===== config.mk =====
export PLATFORM = sky130hd
export DESIGN_NAME = sfft_peak_finder
export DESIGN_NICKNAME = d
export VERILOG_FILES = /design/src/rtl/peaks_pkg.sv /design/src/rtl/peak_window3.sv /design/src/rtl/sfft_peak_finder.sv
export SDC_FILE = /design/constraint.sdc
export NUM_CORES = 2
export LEC_CHECK = 0
export CORE_UTILIZATION = 55
export CTS_CLUSTER_DIAMETER = 120
export DETAILED_ROUTE_END_ITERATION = 8
export HOLD_SLACK_MARGIN = 0.15
export PLACE_DENSITY = 0.76
export SYNTH_ARGS = -nofsm -noshare
export SYNTH_HDL_FRONTEND = slang
export SYNTH_SLANG_ARGS = --single-unit
export TNS_END_PERCENT = 20

===== constraint.sdc =====
create_clock -name clk -period 36 [get_ports clk]
set_clock_uncertainty 0.2 [all_clocks]
set_input_delay 3.6 -clock clk [delete_from_list [all_inputs] [get_ports clk]]
set_output_delay 3.6 -clock clk [all_outputs]
set_load 0.02 [all_outputs]

===== src/rtl/peaks_pkg.sv =====
// Shared defaults, peak record and controller state encoding for the SFFT peak finder.
package peaks_pkg;
    localparam int DEF_NFFT_LOG2   = 7;
    localparam int DEF_AMP_WIDTH   = 32;
    localparam int DEF_NBANDS_LOG2 = 3;
    localparam int DEF_RD_LAT      = 1;

    typedef struct packed {
        logic [DEF_NFFT_LOG2-1:0] bin;
        logic [DEF_AMP_WIDTH-1:0] amp;
    } peak_t;

    typedef enum logic [1:0] {IDLE, SCAN, DRAIN, COMMIT} state_t;
endpackage


===== src/rtl/peak_window3.sv =====
// Three-sample sliding window over the swept bins; flags the centre sample as a
// local-maximum candidate one cycle after the newest sample arrives.
module peak_window3 #(
    parameter int NFFT_LOG2 = 7,
    parameter int AMP_WIDTH = 32
) (
    input  logic                 clk,
    input  logic                 reset,
    input  logic                 clear,
    input  logic                 in_valid,
    input  logic [AMP_WIDTH-1:0] in_amp,
    input  logic [AMP_WIDTH-1:0] min_amp,
    output logic                 cand_valid,
    output logic [NFFT_LOG2-1:0] cand_bin,
    output logic [AMP_WIDTH-1:0] cand_amp
);
    logic [AMP_WIDTH-1:0] tap0, tap1, tap2;
    logic [NFFT_LOG2-1:0] newest_idx;
    logic                 shifted;
    logic                 is_peak;

    // Centre tap is bin newest_idx-1; requiring newest_idx >= 2 excludes bin 0,
    // and the last bin never reaches the centre before the frame ends.
    assign is_peak = shifted && (newest_idx >= NFFT_LOG2'(2)) &&
                     (tap1 > tap2) && (tap1 >= tap0) && (tap1 > min_amp);

    always_ff @(posedge clk or posedge reset) begin
        if (reset) begin
            tap0       <= '0;
            tap1       <= '0;
            tap2       <= '0;
            newest_idx <= '1;
            shifted    <= 1'b0;
            cand_valid <= 1'b0;
            cand_bin   <= '0;
            cand_amp   <= '0;
        end else if (clear) begin
            tap0       <= '0;
            tap1       <= '0;
            tap2       <= '0;
            newest_idx <= '1;
            shifted    <= 1'b0;
            cand_valid <= 1'b0;
            cand_bin   <= '0;
            cand_amp   <= '0;
        end else begin
            shifted <= in_valid;
            if (in_valid) begin
                tap0       <= in_amp;
                tap1       <= tap0;
                tap2       <= tap1;
                newest_idx <= newest_idx + NFFT_LOG2'(1);
            end
            cand_valid <= is_peak;
            cand_bin   <= newest_idx - NFFT_LOG2'(1);
            cand_amp   <= tap1;
        end
    end
endmodule


===== src/rtl/sfft_peak_finder.sv =====
// Sweeps each new SFFT frame, keeps the strongest local maximum per band and publishes it.
// Optional PEAKS_HOLD_EN: commit stalls while the bus signals hold.
//
// state  | meaning
// IDLE   | waiting for a rising edge on sfft_valid
// SCAN   | issuing read addresses 0..N-1
// DRAIN  | collecting the last read returns and window output
// COMMIT | copying working peaks to the published set
module sfft_peak_finder
    import peaks_pkg::*;
#(
    parameter int NFFT_LOG2   = DEF_NFFT_LOG2,
    parameter int AMP_WIDTH   = DEF_AMP_WIDTH,
    parameter int NBANDS_LOG2 = DEF_NBANDS_LOG2,
    parameter int RD_LAT      = DEF_RD_LAT
) (
    input  logic                   clk,
    input  logic                   reset,
    input  logic                   sfft_valid,
    output logic [NFFT_LOG2-1:0]   sfft_addr,
    input  logic [AMP_WIDTH-1:0]   sfft_amp,
    input  logic [AMP_WIDTH-1:0]   min_amp,
    input  logic                   hold,
    input  logic [NBANDS_LOG2-1:0] rd_band,
    output logic [NFFT_LOG2-1:0]   rd_bin,
    output logic [AMP_WIDTH-1:0]   rd_amp,
    output logic [31:0]            frame_count,
    output logic [7:0]             overrun_count,
    output logic                   peaks_updated,
    output logic                   busy
);
    localparam int NBANDS  = 1 << NBANDS_LOG2;
    localparam int DRAIN_W = $clog2(RD_LAT + 2);

    state_t                 state;
    logic                   valid_q;
    logic                   start;
    logic                   commit_go;
    logic [RD_LAT-1:0]      issue_pipe;
    logic [DRAIN_W-1:0]     drain_cnt;
    logic                   cand_valid;
    logic [NFFT_LOG2-1:0]   cand_bin;
    logic [AMP_WIDTH-1:0]   cand_amp;
    logic [NBANDS_LOG2-1:0] cand_band;

    logic [NFFT_LOG2-1:0] work_bin   [NBANDS];
    logic [AMP_WIDTH-1:0] work_amp   [NBANDS];
    logic [NFFT_LOG2-1:0] work_bin_n [NBANDS];
    logic [AMP_WIDTH-1:0] work_amp_n [NBANDS];
    logic [NFFT_LOG2-1:0] pub_bin    [NBANDS];
    logic [AMP_WIDTH-1:0] pub_amp    [NBANDS];

    assign start     = sfft_valid && !valid_q;
    assign cand_band = cand_bin[NFFT_LOG2-1 -: NBANDS_LOG2];

`ifdef PEAKS_HOLD_EN
    assign commit_go = !hold;
`else
    logic unused_hold;
    assign unused_hold = hold;
    assign commit_go   = 1'b1;
`endif

    peak_window3 #(
        .NFFT_LOG2 (NFFT_LOG2),
        .AMP_WIDTH (AMP_WIDTH)
    ) u_window (
        .clk        (clk),
        .reset      (reset),
        .clear      ((state == IDLE) && start),
        .in_valid   (issue_pipe[RD_LAT-1]),
        .in_amp     (sfft_amp),
        .min_amp    (min_amp),
        .cand_valid (cand_valid),
        .cand_bin   (cand_bin),
        .cand_amp   (cand_amp)
    );

    // The commit publishes work_*_n so the final candidate lands in the same cycle.
    always_comb begin
        for (int b = 0; b < NBANDS; b++) begin
            work_bin_n[b] = work_bin[b];
            work_amp_n[b] = work_amp[b];
        end
        if (cand_valid && (cand_amp > work_amp[cand_band])) begin
            work_bin_n[cand_band] = cand_bin;
            work_amp_n[cand_band] = cand_amp;
        end
    end

    always_ff @(posedge clk or posedge reset) begin
        if (reset) begin
            state         <= IDLE;
            valid_q       <= 1'b0;
            issue_pipe    <= '0;
            drain_cnt     <= '0;
            sfft_addr     <= '0;
            rd_bin        <= '0;
            rd_amp        <= '0;
            frame_count   <= '0;
            overrun_count <= '0;
            peaks_updated <= 1'b0;
            busy          <= 1'b0;
            for (int b = 0; b < NBANDS; b++) begin
                work_bin[b] <= '0;
                work_amp[b] <= '0;
                pub_bin[b]  <= '0;
                pub_amp[b]  <= '0;
            end
        end else begin
            valid_q       <= sfft_valid;
            issue_pipe    <= RD_LAT'({issue_pipe, (state == SCAN)});
            peaks_updated <= 1'b0;
            rd_bin        <= pub_bin[rd_band];
            rd_amp        <= pub_amp[rd_band];
            work_bin      <= work_bin_n;
            work_amp      <= work_amp_n;

            if (start && (state != IDLE) && (overrun_count != 8'hFF))
                overrun_count <= overrun_count + 8'd1;

            case (state)
                IDLE: begin
                    if (start) begin
                        state     <= SCAN;
                        busy      <= 1'b1;
                        sfft_addr <= '0;
                        for (int b = 0; b < NBANDS; b++) begin
                            work_bin[b] <= '0;
                            work_amp[b] <= '0;
                        end
                    end
                end
                SCAN: begin
                    if (sfft_addr == '1) begin
                        state     <= DRAIN;
                        sfft_addr <= '0;
                        drain_cnt <= DRAIN_W'(RD_LAT);
                    end else begin
                        sfft_addr <= sfft_addr + NFFT_LOG2'(1);
                    end
                end
                DRAIN: begin
                    if (drain_cnt == '0)
                        state <= COMMIT;
                    else
                        drain_cnt <= drain_cnt - DRAIN_W'(1);
                end
                COMMIT: begin
                    if (commit_go) begin
                        pub_bin       <= work_bin_n;
                        pub_amp       <= work_amp_n;
                        frame_count   <= frame_count + 32'd1;
                        peaks_updated <= 1'b1;
                        busy          <= 1'b0;
                        state         <= IDLE;
                    end
                end
                default: state <= IDLE;
            endcase
        end
    end
endmodule


After elaboration in Yosys (flattened, before gate mapping):

Cells that the tools add are included.

* output and inout port bits: 88
* word-level logic and storage cells: 144
* bits of input ports: 71
* flip-flop bits (word level): 862

* order comparisons: 8
* bitwise logic cells: 2
* eq/ne operators: 9
* add/subtract/negate cells: 6
* mux-type cells: 46
* reductions and logical operators: 22

Operators by type and width (count)
* 256-bit 2-to-1 mux: 3
* 32-bit 2-to-1 mux: 12
* 256-bit bitwise mux: 1
* 32-bit binary-select mux with 3-bit select: 2
* 56-bit 2-to-1 mux: 3
* 32-bit demux with 3-bit select: 1
* 32-bit greater-than comparator: 3
* 56-bit bitwise mux: 1
* 7-bit 2-to-1 mux: 8
* 32-bit by 1-bit adder with 32-bit output (second input constant): 1
* 32-bit >= comparator: 1
* 7-bit binary-select mux with 3-bit select: 1
* 7-bit demux with 3-bit select: 1
* 7-bit by 1-bit adder with 7-bit output (second input constant): 2
* 7-bit one-hot mux with 2 select lines: 1
* 1-bit logical AND: 10
* 2-bit 2-to-1 mux: 5
* 2-bit nonzero test: 5
* 8-bit by 1-bit adder with 8-bit output (second input constant): 1
* 4-bit >= comparator (second input constant): 2
* 8-bit != test (second input constant): 1
* 3-bit inverter with 4-bit output: 2
* 2-bit one-hot mux with 4 select lines: 1
* 7-bit == test (second input constant): 1
* 15 further kinds: 24

Depth between registers and ports, before layout:

* word-level depth: 9
* gate-level depth with buffers: 17
* depth with buffers taken out: 12

By module:

Synthesis repeated with hierarchy kept, for this count alone.

* cell total of the unflattened synthesis: 4415
* area total of the unflattened synthesis: 44234.9 sq um

Modules (own cells, without submodules)
* sfft_peak_finder: instances 1, cells an instance 3636, sequential area each 17967.2 sq um, area each 36268.5 sq um
* peak_window3: instances 1, cells an instance 779, sequential area each 3612.2 sq um, area each 7966.4 sq um

Worst setup path after synthesis:

OpenSTA, ideal clock, no wires.

* path kind: input port to flip-flop
* from: in rd_band[0]
* to: reg rd_amp[15]
* stages on the path: 5
* buffers on the path: 3
* required time: 35675 ps
* path slack: 30265 ps
* arrival time: 5410 ps
* setup time: 125 ps
* cell sequence: clkbuf_1 -> buf_1 -> buf_2 -> mux4_2 -> mux2_2

* word-level cells in the longest chain between the ends: 4

RTL lines
* from (decl): RTL line sfft_peak_finder.sv:24 `input logic [NBANDS_LOG2-1:0] rd_band,`
* 3-bit inverter with 4-bit output (implied by the code): RTL line sfft_peak_finder.sv:115 `rd_amp <= pub_amp[rd_band];`
* 32-bit binary-select mux with 3-bit select: RTL line sfft_peak_finder.sv:115
* 32-bit 2-to-1 mux (implied by the code) (2 in a row): RTL line sfft_peak_finder.sv:115
* to (signal assigned): RTL line sfft_peak_finder.sv:115
* to (decl): RTL line sfft_peak_finder.sv:26 `output logic [AMP_WIDTH-1:0] rd_amp,`

No other way between the ends. The select of a mux whose other input is x is not followed.
A chain may end at the register's enable or synchronous reset.

==> results.md <==
- Post-CTS Setup Bufs: 0
- Worst Setup Start Kind: primary input
- Root buffer cell: clkbuf_16
- Number of remaining DRC errors: 0
- Post-DP Area: 44160 µm²
- Commonest non-fill, non-tap cell in the layout: dfrtp_1
- RSZ-0062 raised after global routing: no
- Hold-fix buffers at CTS: 0
- Die span in x: 278.9 µm
- #FFs+latches synth: 862
- Syn Nets: 4130
- Status: finished clean
- Hold WC Path Type: flop to flop
- Core Area: 75950 µm²
- Setup TNS: 0 ns
- Post-layout min period: 6.985 ns
- Required time of the critical path: 36.41 ns
- Initial core utilization: 55.52%
- ANT cells: 0
- Worst Hold End: frame_count[31]
- Drt pass-1 iters: 6
- Post_cts resized: 0
- Area Growth Syn to Fin: 12.02%
- Clock Latency Late Sink: 0.65 ns
- Fin area: 47240 µm²
- Global router's overall resource usage: 26.46%
- Rel. slew slack: 24.88%
- Total Wirelength: 102100 µm
- CTS tree: built
- Layout cells sized above 1: 8.954%
- Post-DP HPWL: 60160 µm
- P per Cell Area: 47.15 nW/µm²
- Vias in the first global route: 29620
- Finished Core Util: 62.20%
- GRT overflow: 0
- R2r setup slk: 29.56 ns
- Critical R2R Capture: pub_bin[12]
- Via count: 30320
- Netlist cell types: 53
- Buffer depth of the longest clock path: 3
- Seq/Total Area, Yosys: 51.17%
- FF-to-FF Start: u_window.cand_bin[5]
- Die height: 278.9 µm
- Wire length per cell: 20.39 µm
- Cell leakage power: 22.91 nW
- Final period utilization: 19.40%
- Yosys warns: 0
- Slew Limit Fails: 0
- Fin nets: 4111
- WP data arrival: 7.39 ns
- Iter 0 DRT Violations: 2911
- Num Clock Sinks: 862
- WHS Path Cells: 1
- Final count of hold timing violations: 0
- Crit Path Max Fanout: 150
- F_max: 0.1432 GHz
- I/O Buffers: 157
- First-pass GRT wire length: 164200 µm
- Final estimated routing congestion in global placement: 0.8354
- Post-Syn Area per Cell: 10.76 µm²
- Placed Cells: 4836
- EDFF count, synth: 0
- Largest net degree at the start of global routing: 197
- Peak supply drop: 0.03754 mV
- Prevailing post-synth register cell: dfrtp_1
- TritonCTS Buffers: 93
- R2R depth: 15
- Antenna violations before repair: 4
- Post-Synthesis Cell Area: 42170 µm²
- # setup viols final: 0
- Worst Setup End Kind: asynchronous set/reset pin
- Vias/cell: 6.057
- I/O pin count: 159
- Most frequent cells in the layout: dfrtp_1 (854), nor2_1 (444), inv_1 (407)
- Cell Rows: 101
- H-tree depth: 3
- Post-route insts no fill: 5006
- CTS clk-pin slew, worst paths: 0.06 ns
- Crit Path Class: primary input to asynchronous set/reset pin
- Post-synth ARST share: 100.0%
- Post-DRT Antenna Nets: 0
- Die area: 77780 µm²
- Cell count after synthesis: 3920
- Max-cap violations: 0
- Worst-Margin Slew: 1.127 ns
- Hold path start: frame_count[31]
where the power goes:
part | internal [W] | total, W | switching [W]
clock | 0.000563 | 0.000953 | 0.000390
combinational | 0.0000835 | 0.000186 | 0.000103
sequential | 0.00103 | 0.00109 | 0.0000583
total | 0.00168 | 0.00223 | 0.000551
cell type report:
type / count / area [µm²]
Multi-Input combinational cell: 2326 / 17750
Inverter: 408 / 1539
Clock buffer: 141 / 2790
Tap cell: 1030 / 1289
Timing Repair Buffer: 210 / 2001
Sequential cell: 862 / 21580
Clock inverter: 29 / 289.0
Fill cell: 5966 / 28710
through the flow:
stage,setup WS (ns),power [W],hold slack (ns)
after floorplan,7.988,0.001222,0.2511
after global placement,28.18,0.001279,0.2610
after detailed placement,28.19,0.001289,0.2669
after CTS,28.91,0.002243,0.2750
after global routing,28.44,0.002314,0.2953
final,29.02,0.002227,0.2675
cell families after synthesis:
kind of cell	Yosys count	synth area share (%)
flops	862	51.17
fa+ha+maj	139	4.124
xor+xnor	47	0.9762
mux	503	14.38
compound gates	579	10.77
buf+inv	732	7.029
simple gates	1058	11.55
cells in the mapped netlist, drive strengths merged (32+ instances only):
cell type	count	area [µm²]
a22oi	69	518.0
nand3	329	1647
and2	37	231.5
o221ai	289	2531
ha	139	1739
dfrtp	855	21400
xnor2	32	280.3
mux4	78	1757
nand2	95	356.6
o21ai	55	301.5
clkbuf	206	773.2
a21oi	62	314.1
mux2	41	461.7
and3	51	319.1
nor2	447	1678
mux2i	384	3844
inv	408	1531
buf	118	659.4
critical path, stage by stage:
cell	delay, ns
clkdlybuf4s50_1	0.49
inv_8	0.57
buf_4	0.80
buf_12	0.64
buf_4	0.91
flip-flops by register name, indices dropped and copies added (netlist names):
name and cells:
pub_amp 256, work_amp 256, pub_bin 56, work_bin 56, frame_count 32, rd_amp 32, u_window.cand_amp 32, u_window.tap0 32
u_window.tap1 32, u_window.tap2 32, overrun_count 8, rd_bin 7, sfft_addr 7, u_window.cand_bin 7, u_window.newest_idx 7, drain_cnt 2
state 2, busy 1, issue_pipe 1, peaks_updated 1, u_window.cand_valid 1, u_window.shifted 1, valid_q 1
layer usage:
metal  vias up  routed length, µm  GRT usage [%]
li1      13870                  -              -
met1     15240              44970          37.58
met2       983              48140          42.27
met3       219               6003          4.000
met4         4               2930          7.890
met5         -                 23              0
worst max-delay path by stage:
stage	slack, ns	endpoint	startpoint	cells after the start
floorplan	7.99	busy	reset	1
global placement	28.18	pub_amp[42]	reset	5
detailed placement	28.19	pub_amp[42]	reset	5
CTS	28.91	pub_amp[170]	reset	5
global route	28.44	work_amp[73]	reset	5
finish	29.02	work_amp[73]	reset	5
(Power assumes the default switching activity.)
